<file path="src/rtl/led_blinker_multi_if.sv">
// Bundles the per-channel control inputs and status outputs of the
// multi-channel LED driver. The controller drives the mode, run and burst
// fields. The driver returns the LED, busy and done bits.
interface led_blinker_multi_if #(
  parameter int CHANNELS = 4,
  parameter int BURST_W  = 4
);
  logic [2*CHANNELS-1:0]       mode;
  logic [CHANNELS-1:0]         run_n;
  logic [BURST_W*CHANNELS-1:0] burst_len;
  logic [CHANNELS-1:0]         start;
  logic [CHANNELS-1:0]         led;
  logic [CHANNELS-1:0]         busy;
  logic [CHANNELS-1:0]         done;

  modport master (
    output mode, run_n, burst_len, start,
    input  led, busy, done
  );

  modport slave (
    input  mode, run_n, burst_len, start,
    output led, busy, done
  );
endinterface

</file>
<file path="src/rtl/led_blinker_multi.sv">
// Multi-channel LED driver for the vending-machine status lamps.
// Each channel can be off, steady on, continuously blinking, or running a
// counted burst of blinks that ends with a one-cycle done pulse. All channels
// share one half-period length. An active-low run input per channel freezes
// that channel's blink timing. Every output comes straight from a register.
module led_blinker_multi #(
  parameter int CHANNELS    = 4,
  parameter int CNT_WIDTH   = 32,
  parameter int HALF_PERIOD = 15000000,
  parameter int BURST_W     = 4
) (
  input  logic                clock,
  input  logic                reset_n,
  led_blinker_multi_if.slave  bus
);

  typedef enum logic [1:0] {
    MODE_OFF   = 2'b00,
    MODE_ON    = 2'b01,
    MODE_BLINK = 2'b10,
    MODE_BURST = 2'b11
  } mode_t;

  typedef enum logic {
    PHASE_LOW  = 1'b0,
    PHASE_HIGH = 1'b1
  } phase_t;

  localparam logic [CNT_WIDTH-1:0] LP_CNT_LAST = CNT_WIDTH'(HALF_PERIOD - 1);

  logic [CNT_WIDTH-1:0] r_cnt      [CHANNELS];
  logic [BURST_W-1:0]   r_rem      [CHANNELS];
  phase_t               r_phase    [CHANNELS];
  mode_t                r_prevMode [CHANNELS];
  logic [CHANNELS-1:0]  r_led;
  logic [CHANNELS-1:0]  r_busy;
  logic [CHANNELS-1:0]  r_done;

  mode_t                w_mode     [CHANNELS];
  logic [BURST_W-1:0]   w_len      [CHANNELS];
  logic [CNT_WIDTH-1:0] w_cntNext  [CHANNELS];
  logic [CHANNELS-1:0]  w_halfEnd;

  // Slice the packed input buses per channel, and work out where each counter goes next.
  // A half-period ends only on an enabled cycle that finds the counter at its last value.
  always_comb begin
    for (int i = 0; i < CHANNELS; i++) begin
      w_mode[i]    = mode_t'(bus.mode[2*i +: 2]);
      w_len[i]     = bus.burst_len[BURST_W*i +: BURST_W];
      w_halfEnd[i] = !bus.run_n[i] && (r_cnt[i] == LP_CNT_LAST);
      w_cntNext[i] = (r_cnt[i] == LP_CNT_LAST) ? '0 : r_cnt[i] + CNT_WIDTH'(1);
    end
  end

  // Per-channel mode handling, blink timing and burst sequencing, all in one registered block.
  // Leaving burst mode always clears busy, so an abort never produces a done pulse.
  always_ff @(posedge clock) begin
    if (!reset_n) begin
      for (int i = 0; i < CHANNELS; i++) begin
        r_cnt[i]      <= '0;
        r_rem[i]      <= '0;
        r_phase[i]    <= PHASE_LOW;
        r_prevMode[i] <= MODE_OFF;
      end
      r_led  <= '0;
      r_busy <= '0;
      r_done <= '0;
    end else begin
      for (int i = 0; i < CHANNELS; i++) begin
        r_done[i]     <= 1'b0;
        r_prevMode[i] <= w_mode[i];
        case (w_mode[i])
          MODE_OFF: begin
            r_led[i]  <= 1'b0;
            r_cnt[i]  <= '0;
            r_busy[i] <= 1'b0;
          end
          MODE_ON: begin
            r_led[i]  <= 1'b1;
            r_cnt[i]  <= '0;
            r_busy[i] <= 1'b0;
          end
          MODE_BLINK: begin
            r_busy[i] <= 1'b0;
            if (r_prevMode[i] != MODE_BLINK) begin
              r_led[i] <= 1'b1;
              r_cnt[i] <= '0;
            end else if (!bus.run_n[i]) begin
              r_cnt[i] <= w_cntNext[i];
              if (w_halfEnd[i]) begin
                r_led[i] <= !r_led[i];
              end
            end
          end
          MODE_BURST: begin
            if (!r_busy[i]) begin
              if (bus.start[i]) begin
                if (w_len[i] != '0) begin
                  r_rem[i]   <= w_len[i];
                  r_busy[i]  <= 1'b1;
                  r_led[i]   <= 1'b1;
                  r_cnt[i]   <= '0;
                  r_phase[i] <= PHASE_HIGH;
                end else begin
                  r_done[i] <= 1'b1;
                end
              end else begin
                r_led[i] <= 1'b0;
                r_cnt[i] <= '0;
              end
            end else if (!bus.run_n[i]) begin
              r_cnt[i] <= w_cntNext[i];
              if (w_halfEnd[i]) begin
                if (r_phase[i] == PHASE_HIGH) begin
                  r_led[i]   <= 1'b0;
                  r_phase[i] <= PHASE_LOW;
                end else if (r_rem[i] > BURST_W'(1)) begin
                  r_rem[i]   <= r_rem[i] - BURST_W'(1);
                  r_led[i]   <= 1'b1;
                  r_phase[i] <= PHASE_HIGH;
                end else begin
                  r_rem[i]  <= '0;
                  r_busy[i] <= 1'b0;
                  r_done[i] <= 1'b1;
                end
              end
            end
          end
        endcase
      end
    end
  end

  assign bus.led  = r_led;
  assign bus.busy = r_busy;
  assign bus.done = r_done;

endmodule

</file>
<file path="src/flat_wrapper.sv">
// flat-port wrapper written by rule: the top's interface ports become plain ports
module led_blinker_multi_flat 
#(
  parameter int CHANNELS    = 4,
  parameter int CNT_WIDTH   = 32,
  parameter int HALF_PERIOD = 15000000,
  parameter int BURST_W     = 4
)
  (clock, reset_n, bus_mode, bus_run_n, bus_burst_len, bus_start, bus_led, bus_busy, bus_done);
  led_blinker_multi_if #(.CHANNELS(CHANNELS), .BURST_W(BURST_W)) bus_i ();
  input  logic clock;
  input  logic reset_n;
  input wire logic [$bits(bus_i.mode)-1:0] bus_mode;
  input wire logic [$bits(bus_i.run_n)-1:0] bus_run_n;
  input wire logic [$bits(bus_i.burst_len)-1:0] bus_burst_len;
  input wire logic [$bits(bus_i.start)-1:0] bus_start;
  output wire logic [$bits(bus_i.led)-1:0] bus_led;
  output wire logic [$bits(bus_i.busy)-1:0] bus_busy;
  output wire logic [$bits(bus_i.done)-1:0] bus_done;
  assign bus_i.mode = bus_mode;
  assign bus_i.run_n = bus_run_n;
  assign bus_i.burst_len = bus_burst_len;
  assign bus_i.start = bus_start;
  assign bus_led = bus_i.led;
  assign bus_busy = bus_i.busy;
  assign bus_done = bus_i.done;
  led_blinker_multi #(.CHANNELS(CHANNELS), .CNT_WIDTH(CNT_WIDTH), .HALF_PERIOD(HALF_PERIOD), .BURST_W(BURST_W)) u_core (.clock(clock), .reset_n(reset_n), .bus(bus_i));
endmodule
</file>
<file path="config.mk">
export PLATFORM = sky130hd
export DESIGN_NAME = led_blinker_multi_flat
export DESIGN_NICKNAME = d
export VERILOG_FILES = /design/src/rtl/led_blinker_multi_if.sv /design/src/rtl/led_blinker_multi.sv /design/src/flat_wrapper.sv
export SDC_FILE = /design/constraint.sdc
export NUM_CORES = 1
export LEC_CHECK = 0
export ABC_AREA = 0
export BUFFER_PORTS_ARGS = -buffer_cell sky130_fd_sc_hd__clkbuf_2
export CAP_MARGIN = 20
export CORE_MARGIN = 1.5
export CORE_UTILIZATION = 60
export DETAILED_ROUTE_END_ITERATION = 10
export PLACE_DENSITY_LB_ADDON = 0.2
export SKIP_LAST_GASP = 1
export SLEW_MARGIN = 30
export SYNTH_ARGS = -nofsm -noshare
export SYNTH_HDL_FRONTEND = slang
export SYNTH_SLANG_ARGS = --single-unit
</file>
<file path="constraint.sdc">
create_clock -name clock -period 4.75 [get_ports clock]
set_clock_uncertainty 0.2 [all_clocks]
set_input_delay 0.95 -clock clock [delete_from_list [all_inputs] [get_ports clock]]
set_output_delay 0.95 -clock clock [all_outputs]
set_load 0.1 [all_outputs]
</file>
==> results of run 1 <==
[power by group]
part | switching, mW | internal (mW) | total [mW]
logic | 0.110 | 0.0622 | 0.172
clock network | 0.566 | 0.777 | 1.34
registers | 0.0474 | 1.63 | 1.68
[metrics by stage]
step	setup slack (ps)	power, mW	area [µm²]	hold WS [ps]
CTS	1752	3.219	10510	292.3
floorplan	396.8	1.822	9458	247.0
finish	1710	3.194	10530	295.1
global placement	1633	1.877	9918	270.3
detailed placement	1561	1.880	9927	283.7
global route	1460	3.291	10530	327.7
[final cells by class]
| cell class | count | area, µm² |
|---|---|---|
| tap | 211 | 264.0 |
| sequential | 168 | 4815 |
| inverter | 20 | 75.07 |
| clock buffer | 21 | 481.7 |
| fill | 1180 | 4786 |
| multi-input combinational | 744 | 4504 |
| clock inverter | 11 | 96.34 |
| timing repair buffer | 54 | 292.8 |
[cell usage in the layout, fill, tap and decap left out, types with 11 or more instances in the layout]
master / n
nor2_1: 149
nand4_1: 47
ha_1: 12
and3_1: 32
o21ai_0: 28
inv_1: 20
a21oi_1: 18
and4_1: 11
xnor2_1: 45
nor4_1: 33
and2_1: 11
clkbuf_2: 45
nand2_1: 80
clkbuf_16: 18
nor2b_1: 11
nor3_1: 29
xor2_1: 82
edfxtp_1: 145
dfxtp_1: 23
nand3_1: 73
[state kept, by name, indices dropped and copies added (netlist names)]
register	cells
u_core.r_rem	16
u_core.r_phase	4
u_core.r_cnt	128
u_core.bus.busy	4
u_core.bus.done	4
u_core.bus.led	4
u_core.r_prevMode	8
[worst min path at each step]
stage,startpoint,endpoint,slack (ps),cells after the start
final,u_core.r_phase[0],u_core.r_phase[0],300,1
after global routing,u_core.bus.led[2],u_core.bus.led[2],330,2
after CTS,u_core.r_phase[0],u_core.r_phase[0],290,1
after detailed placement,u_core.r_phase[0],u_core.r_phase[0],280,1
after global placement,u_core.r_phase[0],u_core.r_phase[0],270,1
after floorplan,u_core.r_phase[0],u_core.r_phase[0],250,1
[cells by family after synthesis]
kind of cell / Yosys count / synth area share
compound gates: 68 / 0.04180
flops: 168 / 0.5091
buf+inv: 47 / 0.01892
simple gates: 534 / 0.2936
mux: 3 / 0.003175
xor+xnor: 127 / 0.1176
fa+ha+maj: 12 / 0.01587
[cells in the mapped netlist, types with 5 or more instances]
master,instances
and3_1,32
dfxtp_1,23
o21ai_0,30
clkbuf_1,24
nand4_1,47
nor3b_1,9
nor4_1,34
nor3_1,30
nand3_1,73
inv_1,20
nor4b_1,10
or3_1,5
or4_1,6
xnor2_1,45
nand2_1,81
edfxtp_1,145
nor2b_1,11
a21oi_1,18
xor2_1,82
nand3b_1,7
ha_1,12
nor2_1,149
and4_1,11
and2_1,11
[routing by layer]
layer / routed length (µm) / global-route usage / up-vias / share of wire
met4: 239 / 0.08063 / 0 / 0.013
li1: - / - / 3609 / -
met1: 8983 / 0.3379 / 3426 / 0.48
met2: 8581 / 0.3789 / 180 / 0.46
met3: 957 / 0.04449 / 22 / 0.051
met5: 0 / 0 / - / 0
==> results.py, run 1 <==
metrics = {
    "yosys": {
        "synth_largest_area_cell": "edfxtp_1",
        "yosysWarningCount": 0,
        "synthCells": 959,
        "synth.distinct_cells": 48,
        "synth_enable_flop_cells": 145,
        "post-synth-top-area-fraction": 0.4604,
        "post_synth_main_area_contributors": "edfxtp_1 46%, xor2_1 7.6%, nor2_1 5.9%",
        "post_synth.cell_area_avg_um2": 9.862,
        "synth_fp_nets": 1005,
        "yosys_register_bits": 168,
        "synth_async_sr_flop_share": 0,
        "synth_flop_cell": "edfxtp_1",
        "synth.yosys.seq_area_share": 0.5091,
        "post_synth_instance_area_um2": 9458,
    },
    "worst_setup_path": {
        "cp-startpoint": "u_core.r_cnt[0][96]",
        "max_stage_delay_ps": 600,
        "worst_r2r_startpoint": "u_core.r_cnt[0][96]",
        "crit_path_top_delay_cell": "nor4_1",
        "worstSetupEndpoint": "u_core.r_rem[3][1]",
        "critPathRequiredTime_ps": 4610,
        "worstPathMaxFanout": 7,
        "worstPathArrival_ps": 2900,
        "worst_case_reg_to_reg_path_depth": 6,
        "critical_path_depth": 6,
        "cell_chain_critical_path": "ha_1, and4_1, nand4_1, nor4_1, a31oi_1, o21ai_0",
        "critical_path.startpoint_type": "flop",
        "crit_family": "simple AND/OR/NAND/NOR gates",
        "timing.critical_path.to_type": "flop",
        "worstSetupPathType": "flop to flop",
        "reg2reg_slack_ps": 1710,
        "path_buf_inv": 0,
        "worst_r2r_end": "u_core.r_rem[3][1]",
    },
    "sta": {
        "fmaxAchievable_mhz": 329.0,
        "fin_crit_ps": 3040,
        "slew-limit-headroom": 0.4340,
        "timing.setup.tns_ps": 0,
        "period_share": 0.6400,
        "finalMaxSlewViolations": 0,
        "finalSetupViolations": 0,
        "tightestPinTransition_ps": 841.9,
        "timing_hold_violations_final": 0,
        "rsz0062_at_grt": "false",
    },
    "clocking": {
        "tritoncts": "yes",
        "clkTransAtPathRegs_ps": 60,
        "cts.hold.buffers_added": 0,
        "ctsLongestPathBuffers": 2,
        "post_cts.resized_instances": 0,
        "postCtsSetupBuffers": 0,
        "cts_made_buffers": 17,
        "total_clock_sinks": 168,
        "htree_levels": 4,
        "clock-root-buffer": "clkbuf_16",
        "insertion_delay_ps": 430,
    },
    "cells_and_area": {
        "drive_gt1_frac": 0.09823,
        "layout.nets": 1051,
        "post-route-util": 0.6875,
        "num_antenna_cells": 0,
        "area_delta_synth_final_pct": 11.32,
        "stdcell_count": 1229,
    },
    "global_route": {
        "largest_net_degree_at_the_start_of_global_routing": 33,
        "grt_overflow_total": 0,
        "grtUsageTotal": 0.2400,
        "antenna_found_initial": 0,
        "grt_pass1_vias": 6622,
        "global_route_wire_length_before_repair_um": 31640,
    },
    "routing": {
        "drc_errors": 0,
        "finalWirelength_um": 18760,
        "vias_per_cell": 5.889,
        "tritonroute_pass_1_iters": 5,
        "dr.first_iter.drc_count": 641,
        "detail_route.wl_per_cell_um": 15.27,
        "ant_nets": 0,
        "routed-via-count": 7237,
    },
    "placed_design": {
        "placed_cells": 1197,
        "gp_congestion": 0.8457,
        "buffer_ports.inserted": 45,
        "hpwlAfterDp_um": 12860,
    },
    "die": {
        "design.die.area_um2": 16530,
        "design.core.area_um2": 15310,
        "initial_utilization": 0.6176,
        "std_cell_rows": 45,
        "fp.dieW_um": 128.6,
        "die_h_um": 128.6,
        "num_io_pins": 46,
    },
    "job": {
        "cap_violations": 0,
    },
    "power": {
        "power_density_cells_nw_per_um2": 303.3,
        "static-leakage-power_nw": 3.602,
        "vdd_ir_drop_max_v": 0.0002574,
    },
    "hold_path": {
        "holdCritPathClass": "flop to flop",
    },
    "outcome": {
        "run_status": "finished clean",
    },
}
Power figures use the tool's default switching activity.
==> run 2: changes to the inputs <==
--- a/config.mk
+++ b/config.mk
@@ -5,7 +5,7 @@
 export SDC_FILE = /design/constraint.sdc
 export NUM_CORES = 1
 export LEC_CHECK = 0
-export ABC_AREA = 0
+export ABC_AREA = 1
 export BUFFER_PORTS_ARGS = -buffer_cell sky130_fd_sc_hd__clkbuf_2
 export CAP_MARGIN = 20
 export CORE_MARGIN = 1.5
==> constraint.sdc (replaced) <==
create_clock -name clock -period 2.9 [get_ports clock]
set_clock_uncertainty 0.2 [all_clocks]
set_input_delay 0.58 -clock clock [delete_from_list [all_inputs] [get_ports clock]]
set_output_delay 0.58 -clock clock [all_outputs]
set_load 0.1 [all_outputs]
==> run 2 against run 1 <==
Final cell count increased by 39%. Sequential power is 71% higher. Setup slack got worse by 1200 ps. Utilization is 1.6 points lower. First-iteration DRC count up 18%. Critical endpoint is now u_core.r_rem[1][0]. Die area up 15%. Maximum frequency increased by 29%. Largest power group unchanged. Highest routed layer unchanged.
==> results.py, run 2 <==
metrics = {
    "outcome": {
        "run_status": "finished clean",
    },
    "global_route": {
        "global_route_wire_length_before_repair_um": 40120,
        "largest_net_degree_at_the_start_of_global_routing": 33,
        "grtUsageTotal": 0.2671,
        "grt_pass1_vias": 8704,
        "antenna_found_initial": 0,
        "grt_overflow_total": 0,
    },
    "placed_design": {
        "hpwlAfterDp_um": 18160,
        "placed_area_um2": 11450,
        "placement.setup.worst_slack_ps": 222.1,
        "gp_congestion": 0.9238,
        "buffer_ports.inserted": 45,
        "placed_cells": 1682,
    },
    "cells_and_area": {
        "registers.top_by_ff_count": "u_core.r_cnt",
        "biggest_registers_after_layout": "u_core.r_cnt x128, u_core.r_rem x16, u_core.r_prevMode x8",
        "drive_gt1_frac": 0.09697,
        "area_delta_synth_final_pct": 10.46,
        "largest_register_ffs": 128,
        "final.fill_count": 1524,
        "finish.instance_area_um2": 12020,
        "stdcell_count": 1714,
        "num_antenna_cells": 0,
        "most_frequent_cells_in_the_layout": "312 x nor2_1, 303 x nand2_1, 178 x inv_1",
        "layout.nets": 1518,
        "most_frequent_standard_cell_in_the_layout_excluding_fill_and_tap_cells": "nor2_1",
    },
    "worst_setup_path": {
        "worstPathMaxFanout": 6,
        "worstPathArrival_ps": 2270,
        "timing.critical_path.to_type": "flop",
        "worstSetupPathType": "flop to flop",
        "reg2reg_slack_ps": 550,
        "critical_path.startpoint_type": "flop",
        "critPathRequiredTime_ps": 2820,
    },
    "yosys": {
        "synth.yosys.seq_area_share": 0.4423,
        "synth_flop_cell": "edfxtp_1",
        "synth.distinct_cells": 47,
        "post_synth_main_area_contributors": "edfxtp_1 40%, nor2_1 11%, nand2_1 11%",
        "yosysWarningCount": 0,
        "post_synth.cell_area_avg_um2": 7.703,
        "yosys_register_bits": 168,
        "post_synth_instance_area_um2": 10880,
        "synth_fp_nets": 1459,
        "synth_enable_flop_cells": 145,
        "synth.most_common_cell": "nor2_1",
        "post_synth_most_frequent_cells": "312 x nor2_1, 306 x nand2_1, 178 x inv_1",
        "synthCells": 1413,
        "synth_async_sr_flop_share": 0,
        "synth_largest_area_cell": "edfxtp_1",
        "post-synth-top-area-fraction": 0.4000,
    },
    "power": {
        "power_density_cells_nw_per_um2": 463.9,
        "vdd_ir_drop_max_v": 0.0004272,
        "static-leakage-power_nw": 4.613,
    },
    "sta": {
        "timing.setup.tns_ps": 0,
        "setup_ws_ps": 549.2,
        "fmaxAchievable_mhz": 425.4,
        "fin_crit_ps": 2351,
        "period_share": 0.8106,
        "tightestPinTransition_ps": 847.4,
        "rsz0062_at_grt": "false",
        "hold_ws_ps": 188.6,
        "timing_hold_violations_final": 0,
        "finalSetupViolations": 0,
        "finalMaxSlewViolations": 0,
        "slew-limit-headroom": 0.4337,
    },
    "routing": {
        "drc_errors": 0,
        "detail_route.wl_per_cell_um": 14.04,
        "dr.first_iter.drc_count": 757,
        "tritonroute_pass_1_iters": 5,
        "ant_nets": 0,
        "routed-via-count": 9261,
        "vias_per_cell": 5.403,
        "finalWirelength_um": 24070,
    },
    "die": {
        "die_h_um": 137.7,
        "fp.dieW_um": 137.7,
        "design.core.area_um2": 17900,
        "std_cell_rows": 49,
        "design.die.area_um2": 18960,
        "initial_utilization": 0.6080,
        "num_io_pins": 46,
    },
    "clocking": {
        "insertion_delay_ps": 430,
        "ctsLongestPathBuffers": 2,
        "postCtsSetupBuffers": 0,
        "cts.hold.buffers_added": 0,
        "clkTransAtPathRegs_ps": 70,
        "cts_made_buffers": 17,
        "htree_levels": 4,
        "total_clock_sinks": 168,
        "post_cts.resized_instances": 0,
        "clock-root-buffer": "clkbuf_16",
        "tritoncts": "yes",
    },
    "hold_path": {
        "holdCritPathClass": "input port to flop",
    },
    "job": {
        "cap_violations": 0,
    },
}
run 2: cell count changes after synthesis, sizes merged, moves of 11 or more:
cell | previous run | this run
xor2 | 82 | 68
nor2b | 11 | 0
nor2 | 151 | 324
inv | 20 | 183
xnor2 | 45 | 32
nor4 | 37 | 2
nor3 | 30 | 96
clkbuf | 24 | 2
nand2 | 81 | 311
and4 | 11 | 0
and3 | 32 | 4
nor4b | 11 | 0
run 2: kinds of logic (layout without fill, tap and decap cells):
kind of cell,count (synthesis),after routing,share of synthesized area
buffers and inverters,198,270,0.07323
adders and majority gates,12,12,0.01379
xor gates and xnor gates,100,100,0.08047
and+or+nand+nor,875,875,0.3566
DFF,168,168,0.4423
AOI/OAI and AO/OA,60,60,0.03357
run 2: final timing paths:
| kind | startpoint | cells past startpoint | end |
|---|---|---|---|
| setup reg to reg | u_core.r_cnt[0][32] | 9 | u_core.r_rem[1][0] |
| hold reg to reg | u_core.bus.led[1] | 2 | u_core.bus.led[1] |
| hold / removal | bus_mode[0] | 3 | u_core.r_prevMode[0][0] |
| setup / recovery | u_core.r_cnt[0][32] | 9 | u_core.r_rem[1][0] |
run 2: where the power goes:
| part | internal (mW) | switching (mW) | total [mW] |
|---|---|---|---|
| sequential | 2.75 | 0.131 | 2.88 |
| combinational | 0.153 | 0.315 | 0.468 |
| clock | 1.20 | 1.03 | 2.23 |
run 2: area by class of cell:
type | instances | area, µm² | area share
repair buffers | 55 | 325.3 | 0.02706
well taps | 229 | 286.5 | 0.02383
inverters | 183 | 686.9 | 0.05713
clock inverters | 15 | 143.9 | 0.01197
multi-input cells | 1047 | 5338 | 0.4440
clock buffers | 17 | 425.4 | 0.03538
flip-flops and latches | 168 | 4817 | 0.4007
run 2: routing by layer:
layer / vias up / wire (µm) / GRT usage
li1: 4722 / - / -
met1: 4256 / 11190 / 0.3586
met2: 247 / 11280 / 0.4375
met3: 36 / 1113 / 0.04599
met4: 0 / 491 / 0.09006
met5: - / 0 / 0
run 2: stage by stage:
step           power (mW)  utilization
2_1_floorplan       3.239            -
3_3_place_gp        3.378       0.6394
3_5_place_dp        3.392       0.6394
4_1_cts             5.604       0.6712
5_1_grt             5.769       0.6716
6_report            5.578       0.6716
run 2: worst max-delay path, cell delays in order (launching register included):
cell and delay [ps]:
edfxtp_1 430, ha_1 230, nand2_1 80, nor2_1 200, nand3_1 100, nor2_1 150
nand3_1 160, nor2_1 180, nand2_1 120, nand3_1 190
==> run 3: changes to the inputs <==
==> constraint.sdc (replaced) <==
create_clock -name clock -period 2.4 [get_ports clock]
set_clock_uncertainty 0.2 [all_clocks]
set_input_delay 0.48 -clock clock [delete_from_list [all_inputs] [get_ports clock]]
set_output_delay 0.48 -clock clock [all_outputs]
set_load 0.1 [all_outputs]
==> run 3 against run 2 <==
Final cell count is 0.58% higher. Wire length is 2.0% higher. Highest routed layer is now met5. Global-route usage is 0.13 points lower. Maximum frequency is 4.2% higher. Critical path depth is 2 higher.
==> results.py, run 3 (synthesis results as in run 2) <==
metrics = {
    "outcome": {
        "run_status": "finished clean",
    },
    "die": {
        "fp.dieW_um": 137.7,
        "initial_utilization": 0.6080,
        "design.core.area_um2": 17900,
        "die_h_um": 137.7,
        "design.die.area_um2": 18960,
        "std_cell_rows": 49,
        "num_io_pins": 46,
    },
    "power": {
        "static-leakage-power_nw": 4.702,
        "vdd_ir_drop_max_v": 0.0005579,
        "finalPower_mw": 6.872,
        "power_density_cells_nw_per_um2": 563.2,
    },
    "worst_setup_path": {
        "crit_path_frequent_cell": "nor2_1",
        "cp-startpoint": "u_core.r_cnt[0][41]",
        "worstPathArrival_ps": 2190,
        "max_stage_delay_ps": 460,
        "worst_r2r_startpoint": "u_core.r_cnt[0][41]",
        "timing.critical_path.to_type": "flop",
        "critical_path.startpoint_type": "flop",
        "crit_family": "simple AND/OR/NAND/NOR gates",
        "worstPathMaxFanout": 5,
        "cell_chain_critical_path": "inv_1, nand2_1, nor2_1, inv_1, nor2_1, nand2_1, nor2_1, nand3_2, nand2_2, inv_2, nand3_1",
        "crit_path_top_delay_cell": "edfxtp_1",
        "critPathRequiredTime_ps": 2330,
        "worstSetupPathType": "flop to flop",
        "path_buf_inv": 3,
    },
    "sta": {
        "fmaxAchievable_mhz": 443.4,
        "tightestPinTransition_ps": 570.5,
        "timing_hold_violations_final": 0,
        "finalSetupViolations": 0,
        "rsz0062_at_grt": "false",
        "timing.setup.tns_ps": 0,
        "finalMaxSlewViolations": 0,
        "period_share": 0.9398,
        "slew-limit-headroom": 0.6213,
        "fin_crit_ps": 2255,
    },
    "routing": {
        "tritonroute_pass_1_iters": 5,
        "detail_route.wl_per_cell_um": 14.25,
        "ant_nets": 0,
        "dr.first_iter.drc_count": 786,
        "vias_per_cell": 5.454,
        "drc_errors": 0,
        "routed-via-count": 9403,
        "finalWirelength_um": 24560,
    },
    "clocking": {
        "cts_made_buffers": 17,
        "postCtsSetupBuffers": 0,
        "clkTransAtPathRegs_ps": 70,
        "clock-root-buffer": "clkbuf_16",
        "insertion_delay_ps": 440,
        "ctsLongestPathBuffers": 2,
        "htree_levels": 4,
        "total_clock_sinks": 168,
        "tritoncts": "yes",
    },
    "cells_and_area": {
        "layout.nets": 1528,
        "most_frequent_cells_in_the_layout": "311 x nor2_1, 303 x nand2_1, 178 x inv_1",
        "final.fill_count": 1499,
        "most_frequent_standard_cell_in_the_layout_excluding_fill_and_tap_cells": "nor2_1",
        "drive_gt1_frac": 0.1064,
        "biggest_registers_after_layout": "u_core.r_cnt x128, u_core.r_rem x16, u_core.r_prevMode x8",
        "registers.top_by_ff_count": "u_core.r_cnt",
        "largest_register_ffs": 128,
        "area_delta_synth_final_pct": 12.10,
        "num_antenna_cells": 0,
    },
    "global_route": {
        "grtUsageTotal": 0.2657,
        "grt_overflow_total": 0,
        "grt_pass1_vias": 8641,
        "antenna_found_initial": 1,
        "global_route_wire_length_before_repair_um": 40020,
        "largest_net_degree_at_the_start_of_global_routing": 33,
    },
    "placed_design": {
        "hpwlAfterDp_um": 18190,
        "buffer_ports.inserted": 45,
        "gp_congestion": 0.9610,
    },
    "hold_path": {
        "holdCritPathClass": "input port to flop",
        "hold_start": "bus_mode[1]",
    },
    "job": {
        "cap_violations": 0,
    },
}
## run 3: cell count changes in the layout (fill, tap and decap cells not counted), moves of 2 or more
cell | previous run | this run
buf_12 | 2 | 7
buf_4 | 8 | 13
dfxtp_1 | 21 | 19
dfxtp_4 | 0 | 2
## run 3: layout make-up
cell class              count  area (µm²)  share of cell area
clock buffers              17       425.4             0.03486
clock inverters            15       167.7             0.01374
flip-flops and latches    168        4825              0.3954
well taps                 229       286.5             0.02348
inverters                 183       686.9             0.05630
repair buffers             65       462.9             0.03794
multi-input cells        1047        5348              0.4383
## run 3: metrics by stage
step	utilization	hold slack [ps]	setup slack, ps	cells	area, µm²
6_report	0.6816	74.32	144.6	1724	12200
5_1_grt	0.6816	79.57	4.485	1724	12200
4_1_cts	0.6806	69.41	80.34	1724	12180
3_5_place_dp	0.6475	313.2	83.01	1692	11590
3_3_place_gp	0.6475	319.6	151.9	1692	11590
2_1_floorplan	-	292.6	-544.8	1413	10950
## run 3: where the power goes
part | total [mW] | switching [mW] | internal, mW
combinational | 0.585 | 0.389 | 0.196
sequential | 3.47 | 0.153 | 3.32
clock | 2.82 | 1.26 | 1.56
total | 6.87 | 1.80 | 5.07
## run 3: worst min-delay path, delay by kind of cell
kind	cells	cell delay, ps
buffers and inverters	2	150
and+or+nand+nor	1	50
## run 3: path summary, 6_finish.rpt
kind	cells after the start	slack, ps	endpoint
max	11	140	u_core.r_rem[1][2]
min	3	70	u_core.r_prevMode[0][1]
max reg2reg	11	140	u_core.r_rem[1][2]
min reg2reg	2	330	u_core.bus.led[3]
## run 3: timing repair
| item | CTS | global route |
|---|---|---|
| hold buffers | 0 | 0 |
| gates resized for setup | 0 | 5 |
| endpoints found under the setup margin | 0 | 12 |
## run 3: per-layer routing
layer,vias to the layer above,part of all wire,global-route usage,routed length (µm)
met5,-,0.00045,0,11
met4,2,0.017,0.07135,429
met3,42,0.047,0.04636,1153
met2,295,0.48,0.4456,11760
met1,4321,0.46,0.3548,11210
li1,4743,-,-,-
